## src/rtl/mult_pkg.sv

```systemverilog
// Shared types and limits for the parametrised sequential multiplier.
package mult_pkg;

    typedef enum logic [1:0] {
        IDLE,
        CALC,
        DONE
    } state_t;

    localparam int MIN_WIDTH = 2;
    localparam int MAX_WIDTH = 32;

endpackage

```

## src/rtl/seq_mult_param_if.sv

```systemverilog
// Operand/result bus between operand masters and the sequential multiplier.
interface seq_mult_param_if #(
    parameter int WIDTH = 8
);

    logic                   start;
    logic                   signed_mode;
    logic [WIDTH-1:0]       ABus;
    logic [WIDTH-1:0]       BBus;
    logic                   ready;
    logic                   done;
    logic [2*WIDTH-1:0]     resultBus;

    modport master (
        output start,
        output signed_mode,
        output ABus,
        output BBus,
        input  ready,
        input  done,
        input  resultBus
    );

    modport slave (
        input  start,
        input  signed_mode,
        input  ABus,
        input  BBus,
        output ready,
        output done,
        output resultBus
    );

endinterface

```

## src/rtl/seq_mult_ctrl.sv

```systemverilog
// Sequencer for the shift-add multiplier: state, step counter, handshake flags.
module seq_mult_ctrl
    import mult_pkg::*;
#(
    parameter int WIDTH = 8
) (
    input  logic clk,
    input  logic rst,
    input  logic start,
    output logic ready,
    output logic done,
    output logic capture,
    output logic step,
    output logic last_step
);

    localparam int CNT_W = $clog2(WIDTH);
    localparam logic [CNT_W-1:0] LAST_CNT = CNT_W'(WIDTH - 1);

    state_t           state_q, state_d;
    logic [CNT_W-1:0] cnt_q, cnt_d;

    always_ff @(posedge clk or posedge rst) begin
        if (rst) begin
            state_q <= IDLE;
            cnt_q   <= '0;
        end else begin
            state_q <= state_d;
            cnt_q   <= cnt_d;
        end
    end

    // cnt holds at WIDTH-1 after the final step rather than wrapping.
    always_comb begin
        state_d   = state_q;
        cnt_d     = cnt_q;
        ready     = 1'b0;
        done      = 1'b0;
        capture   = 1'b0;
        step      = 1'b0;
        last_step = 1'b0;
        case (state_q)
            IDLE: begin
                ready = 1'b1;
                if (start) begin
                    capture = 1'b1;
                    cnt_d   = '0;
                    state_d = CALC;
                end
            end
            CALC: begin
                step = 1'b1;
                if (cnt_q == LAST_CNT) begin
                    last_step = 1'b1;
                    state_d   = DONE;
                end else begin
                    cnt_d = cnt_q + CNT_W'(1);
                end
            end
            DONE: begin
                done    = 1'b1;
                state_d = IDLE;
            end
            default: begin
                state_d = IDLE;
            end
        endcase
    end

endmodule

```

## src/rtl/seq_mult_param.sv

```systemverilog
// WIDTH-bit sequential shift-add multiplier, unsigned or two's-complement,
// one add-shift step per clock; product presented as {Preg, Areg}.
module seq_mult_param
    import mult_pkg::*;
#(
    parameter int WIDTH = 8
) (
    input  logic             clk,
    input  logic             rst,
    seq_mult_param_if.slave  bus
);

    if (WIDTH < MIN_WIDTH || WIDTH > MAX_WIDTH) begin : g_width_check
        $error("seq_mult_param: WIDTH %0d outside %0d..%0d", WIDTH, MIN_WIDTH, MAX_WIDTH);
    end

    logic capture;
    logic step;
    logic last_step;

    seq_mult_ctrl #(
        .WIDTH (WIDTH)
    ) u_ctrl (
        .clk       (clk),
        .rst       (rst),
        .start     (bus.start),
        .ready     (bus.ready),
        .done      (bus.done),
        .capture   (capture),
        .step      (step),
        .last_step (last_step)
    );

    logic [WIDTH-1:0] a_q, a_d;
    logic [WIDTH-1:0] b_q, b_d;
    logic [WIDTH-1:0] p_q, p_d;
    logic             mode_q, mode_d;

    logic [WIDTH:0]   p_ext;
    logic [WIDTH:0]   b_ext;
    logic [WIDTH:0]   addend;
    logic [WIDTH:0]   sum;

    always_ff @(posedge clk or posedge rst) begin
        if (rst) begin
            a_q    <= '0;
            b_q    <= '0;
            p_q    <= '0;
            mode_q <= 1'b0;
        end else begin
            a_q    <= a_d;
            b_q    <= b_d;
            p_q    <= p_d;
            mode_q <= mode_d;
        end
    end

    // Signed mode subtracts on the final step because the multiplier MSB carries negative weight.
    always_comb begin
        p_ext  = {mode_q & p_q[WIDTH-1], p_q};
        b_ext  = {mode_q & b_q[WIDTH-1], b_q};
        addend = a_q[0] ? b_ext : '0;
        sum    = (mode_q && last_step) ? (p_ext - addend) : (p_ext + addend);

        a_d    = a_q;
        b_d    = b_q;
        p_d    = p_q;
        mode_d = mode_q;
        if (capture) begin
            a_d    = bus.ABus;
            b_d    = bus.BBus;
            p_d    = '0;
            mode_d = bus.signed_mode;
        end else if (step) begin
            p_d = sum[WIDTH:1];
            a_d = {sum[0], a_q[WIDTH-1:1]};
        end
    end

    assign bus.resultBus = {p_q, a_q};

endmodule

```

## src/flat_wrapper.sv

```systemverilog
// flat-port wrapper written by rule: the top's interface ports become plain ports
module seq_mult_param_flat import mult_pkg::*;
#(
    parameter int WIDTH = 8
)
  (clk, rst, bus_start, bus_signed_mode, bus_ABus, bus_BBus, bus_ready, bus_done, bus_resultBus);
  seq_mult_param_if #(.WIDTH(WIDTH)) bus_i ();
  input  logic clk;
  input  logic rst;
  input wire logic [$bits(bus_i.start)-1:0] bus_start;
  input wire logic [$bits(bus_i.signed_mode)-1:0] bus_signed_mode;
  input wire logic [$bits(bus_i.ABus)-1:0] bus_ABus;
  input wire logic [$bits(bus_i.BBus)-1:0] bus_BBus;
  output wire logic [$bits(bus_i.ready)-1:0] bus_ready;
  output wire logic [$bits(bus_i.done)-1:0] bus_done;
  output wire logic [$bits(bus_i.resultBus)-1:0] bus_resultBus;
  assign bus_i.start = bus_start;
  assign bus_i.signed_mode = bus_signed_mode;
  assign bus_i.ABus = bus_ABus;
  assign bus_i.BBus = bus_BBus;
  assign bus_ready = bus_i.ready;
  assign bus_done = bus_i.done;
  assign bus_resultBus = bus_i.resultBus;
  seq_mult_param #(.WIDTH(WIDTH)) u_core (.clk(clk), .rst(rst), .bus(bus_i));
endmodule
```

## config.mk

```make
export PLATFORM = sky130hd
export DESIGN_NAME = seq_mult_param_flat
export DESIGN_NICKNAME = d
export VERILOG_FILES = /design/src/rtl/mult_pkg.sv /design/src/rtl/seq_mult_param_if.sv /design/src/rtl/seq_mult_ctrl.sv /design/src/rtl/seq_mult_param.sv /design/src/flat_wrapper.sv
export SDC_FILE = /design/constraint.sdc
export NUM_CORES = 1
export LEC_CHECK = 0
export BUFFER_PORTS_ARGS = -buffer_cell sky130_fd_sc_hd__buf_4
export CAP_MARGIN = 20
export CORE_UTILIZATION = 58
export CTS_CLUSTER_SIZE = 30
export DETAILED_ROUTE_END_ITERATION = 10
export PLACE_DENSITY_LB_ADDON = 0.3
export SYNTH_ARGS = -nofsm -noshare
export SYNTH_HDL_FRONTEND = slang
export SYNTH_SLANG_ARGS = --single-unit
```

## constraint.sdc

```tcl
create_clock -name clk -period 8.58 [get_ports clk]
set_clock_uncertainty 0.2 [all_clocks]
set_input_delay 1.287 -clock clk [delete_from_list [all_inputs] [get_ports clk]]
set_output_delay 1.287 -clock clk [all_outputs]
set_load 0.03 [all_outputs]
```

==> results.yml <==
outcome:
  run_status: "complete, but fails checks"
  violations: "DRC"
critical_path:
  cp.required_ns: 8.61
  cp.arrival_ns: 3.55
  worstSetupPathType: "flip-flop to flip-flop"
  worst-r2r-setup-slack_ns: 5.06
  path_max_fanout: 13
  endpoint_kind: "flip-flop"
  cp-start-kind: "flip-flop"
place:
  io_buffers: 37
  gp_congestion: 0.820
  dp_hpwl_microns: 2970
floorplanning:
  io_pins: 38
  die_h_microns: 57.7
  rows: 19
  start_util: 0.630
  core_area_sq_um: 2850
  die_x_microns: 57.7
  die_area_sq_um: 3320
grt:
  grt_usage: 0.262
  antenna_found_initial: 0
  grt_max_degree: 21
  grt_pass1_wl_microns: 6530
  grt_overflow: 0
  grt_pass1_vias: 1492
cts:
  cts.sink_count: 30
  numCtsBuffers: 5
  h-tree-depth: 2
  cts_tree: "done"
  cts_hold_buf: 0
  cts-root-buf: "clkbuf_4"
  cts_setup_buffers: 0
  ctsResizeCount: 0
  clock_path_buffers: 2
  worstSkewPairLatency_ns: 0.33
  cts.clk_slew.worst_paths_ns: 0.09
logic_synthesis:
  yosysTopAreaCell: "dfrtp_1"
  synth-async-reset-ratio: 1.00
  syn_inst: 204
  synthTopCellsByArea: "dfrtp_1, nand2_1, ha_1"
  synth_cell_types: 44
  synth-edff-count: 0
  yosysTopAreaCellShare: 0.418
  synth_seq_cells: 30
  synth_nets: 236
  synth_ff_type: "dfrtp_1"
  yosysWarningCount: 0
  yosysSeqAreaShare: 0.418
  synth_area_sq_um: 1800
  syn_area_per_cell_sq_um: 8.81
sta:
  setup_violations: 0
  min_period_ns: 3.52
  fin_setup_tns_ns: 0
  hold-worst-slack_ns: 0.312
  period_share: 0.410
  final_max_slew_viol_count: 0
  max_slew_margin: 0.473
  worst_pin_slew_ns: 0.789
  rsz0062_at_grt: "false"
  hold_violations: 0
  fmax_mhz: 284
layout:
  final_common_cell: "nand2_1"
  fin_nets: 273
  area_growth_syn_to_layout_pct: 20.8
  layout_common_cells: "nand2_1, buf_4, dfrtp_1, nor2_1, ha_1"
  drive_gt1_frac: 0.198
  n_antenna_cell: 0
flow_run:
  cap_violations: 0
route:
  detail-route-antenna-nets: 0
  via_per_inst: 5.76
  drc: 1
  dr.pass1.iters: 7
  routed_wl_microns: 3930
  num_vias: 1573
  drt_iter0_markers: 71
  routedWlPerCell_microns: 14.4
worst_hold_path:
  hold_path_class: "flip-flop to flip-flop"
==> synthesized netlist by cell type (all sizes together), types with 2 or more instances <==
cell,number
a21oi,6
a22o,2
a22oi,7
a31oi,2
and2,2
buf,2
clkbuf,6
dfrtp,30
ha,11
inv,8
nand2,53
nand2b,4
nand3,9
nor2,11
nor2b,4
nor3,2
nor3b,2
o21a,4
o21ai,10
o31ai,3
or4,2
xnor2,4
xor2,3
==> flip-flops by register name, summed over array words and instances (netlist names) <==
register	flops
u_core.mode_q	1
u_core.b_q	8
u_core.a_q	8
u_core.u_ctrl.state_q	2
u_core.u_ctrl.cnt_q	3
u_core.p_q	8
==> kinds of logic (layout without fill, tap and decap cells) <==
| kind of cell | after synthesis | after routing | share of synthesized area |
|---|---|---|---|
| flip-flops | 30 | 30 | 0.418 |
| AO/OA/AOI/OAI | 44 | 44 | 0.173 |
| multiplexers | 1 | 1 | 0.00627 |
| adder cells (fa/ha/maj) | 12 | 12 | 0.0877 |
| XOR/XNOR | 8 | 8 | 0.0474 |
| AND/OR/NAND/NOR | 93 | 93 | 0.234 |
| buffers and inverters | 16 | 54 | 0.0341 |
==> metal layers <==
| layer | GRT usage | wire, microns | vias up |
|---|---|---|---|
| met1 | 0.328 | 1760 | 727 |
| met2 | 0.437 | 1910 | 47 |
| met4 | 0.119 | 97 | 0 |
| li1 | - | - | 788 |
| met3 | 0.0603 | 165 | 11 |
| met5 | 0 | 0 | - |
==> path summary, 6_finish.rpt <==
| path | start | endpoint | depth (start not counted) |
|---|---|---|---|
| worst max-delay path | u_core.u_ctrl.state_q[0]$_DFFE_PP0P_ | u_core.p_q[6]$_DFFE_PP0P_ | 10 |
| worst min-delay path | u_core.u_ctrl.cnt_q[1]$_DFFE_PP0P_ | u_core.u_ctrl.cnt_q[1]$_DFFE_PP0P_ | 1 |
| worst max register to register | u_core.u_ctrl.state_q[0]$_DFFE_PP0P_ | u_core.p_q[6]$_DFFE_PP0P_ | 10 |
| worst min register to register | u_core.u_ctrl.cnt_q[1]$_DFFE_PP0P_ | u_core.u_ctrl.cnt_q[1]$_DFFE_PP0P_ | 1 |
| max in group asynchronous | rst | u_core.b_q[0]$_DFFE_PP0P_ | 3 |
| min in group asynchronous | rst | u_core.p_q[2]$_DFFE_PP0P_ | 2 |
==> critical path: stages, from the launching register on <==
cell	delay (ns)
dfrtp_1	0.39
nor2b_1	0.65
nand3_1	0.32
o21ai_0	0.40
inv_1	0.08
ha_1	0.28
nor2b_1	0.14
o21a_1	0.18
o21a_1	0.21
o41a_1	0.31
a211o_1	0.22
==> metrics by stage <==
step	cells	instance area [sq um]	worst slack, ns	utilization
after floorplan	204	1800	5.55	-
after global placement	264	2080	5.23	0.730
after detailed placement	265	2110	5.07	0.739
after CTS	273	2170	5.06	0.761
after global routing	273	2170	4.83	0.761
final	273	2170	5.06	0.761
==> cell type report <==
| class | instances | area, sq um |
|---|---|---|
| multi-input cells | 158 | 985 |
| well taps | 31 | 38.8 |
| clock buffers | 7 | 55.1 |
| clock inverters | 1 | 5.00 |
| repair buffers | 38 | 305 |
| fillers | 229 | 683 |
| inverters | 8 | 30.0 |
| flip-flops and latches | 30 | 751 |
Power is left out: the tool's default activity adds up to more than one toggle a clock period on the data nets, which glitch-free logic cannot reach.
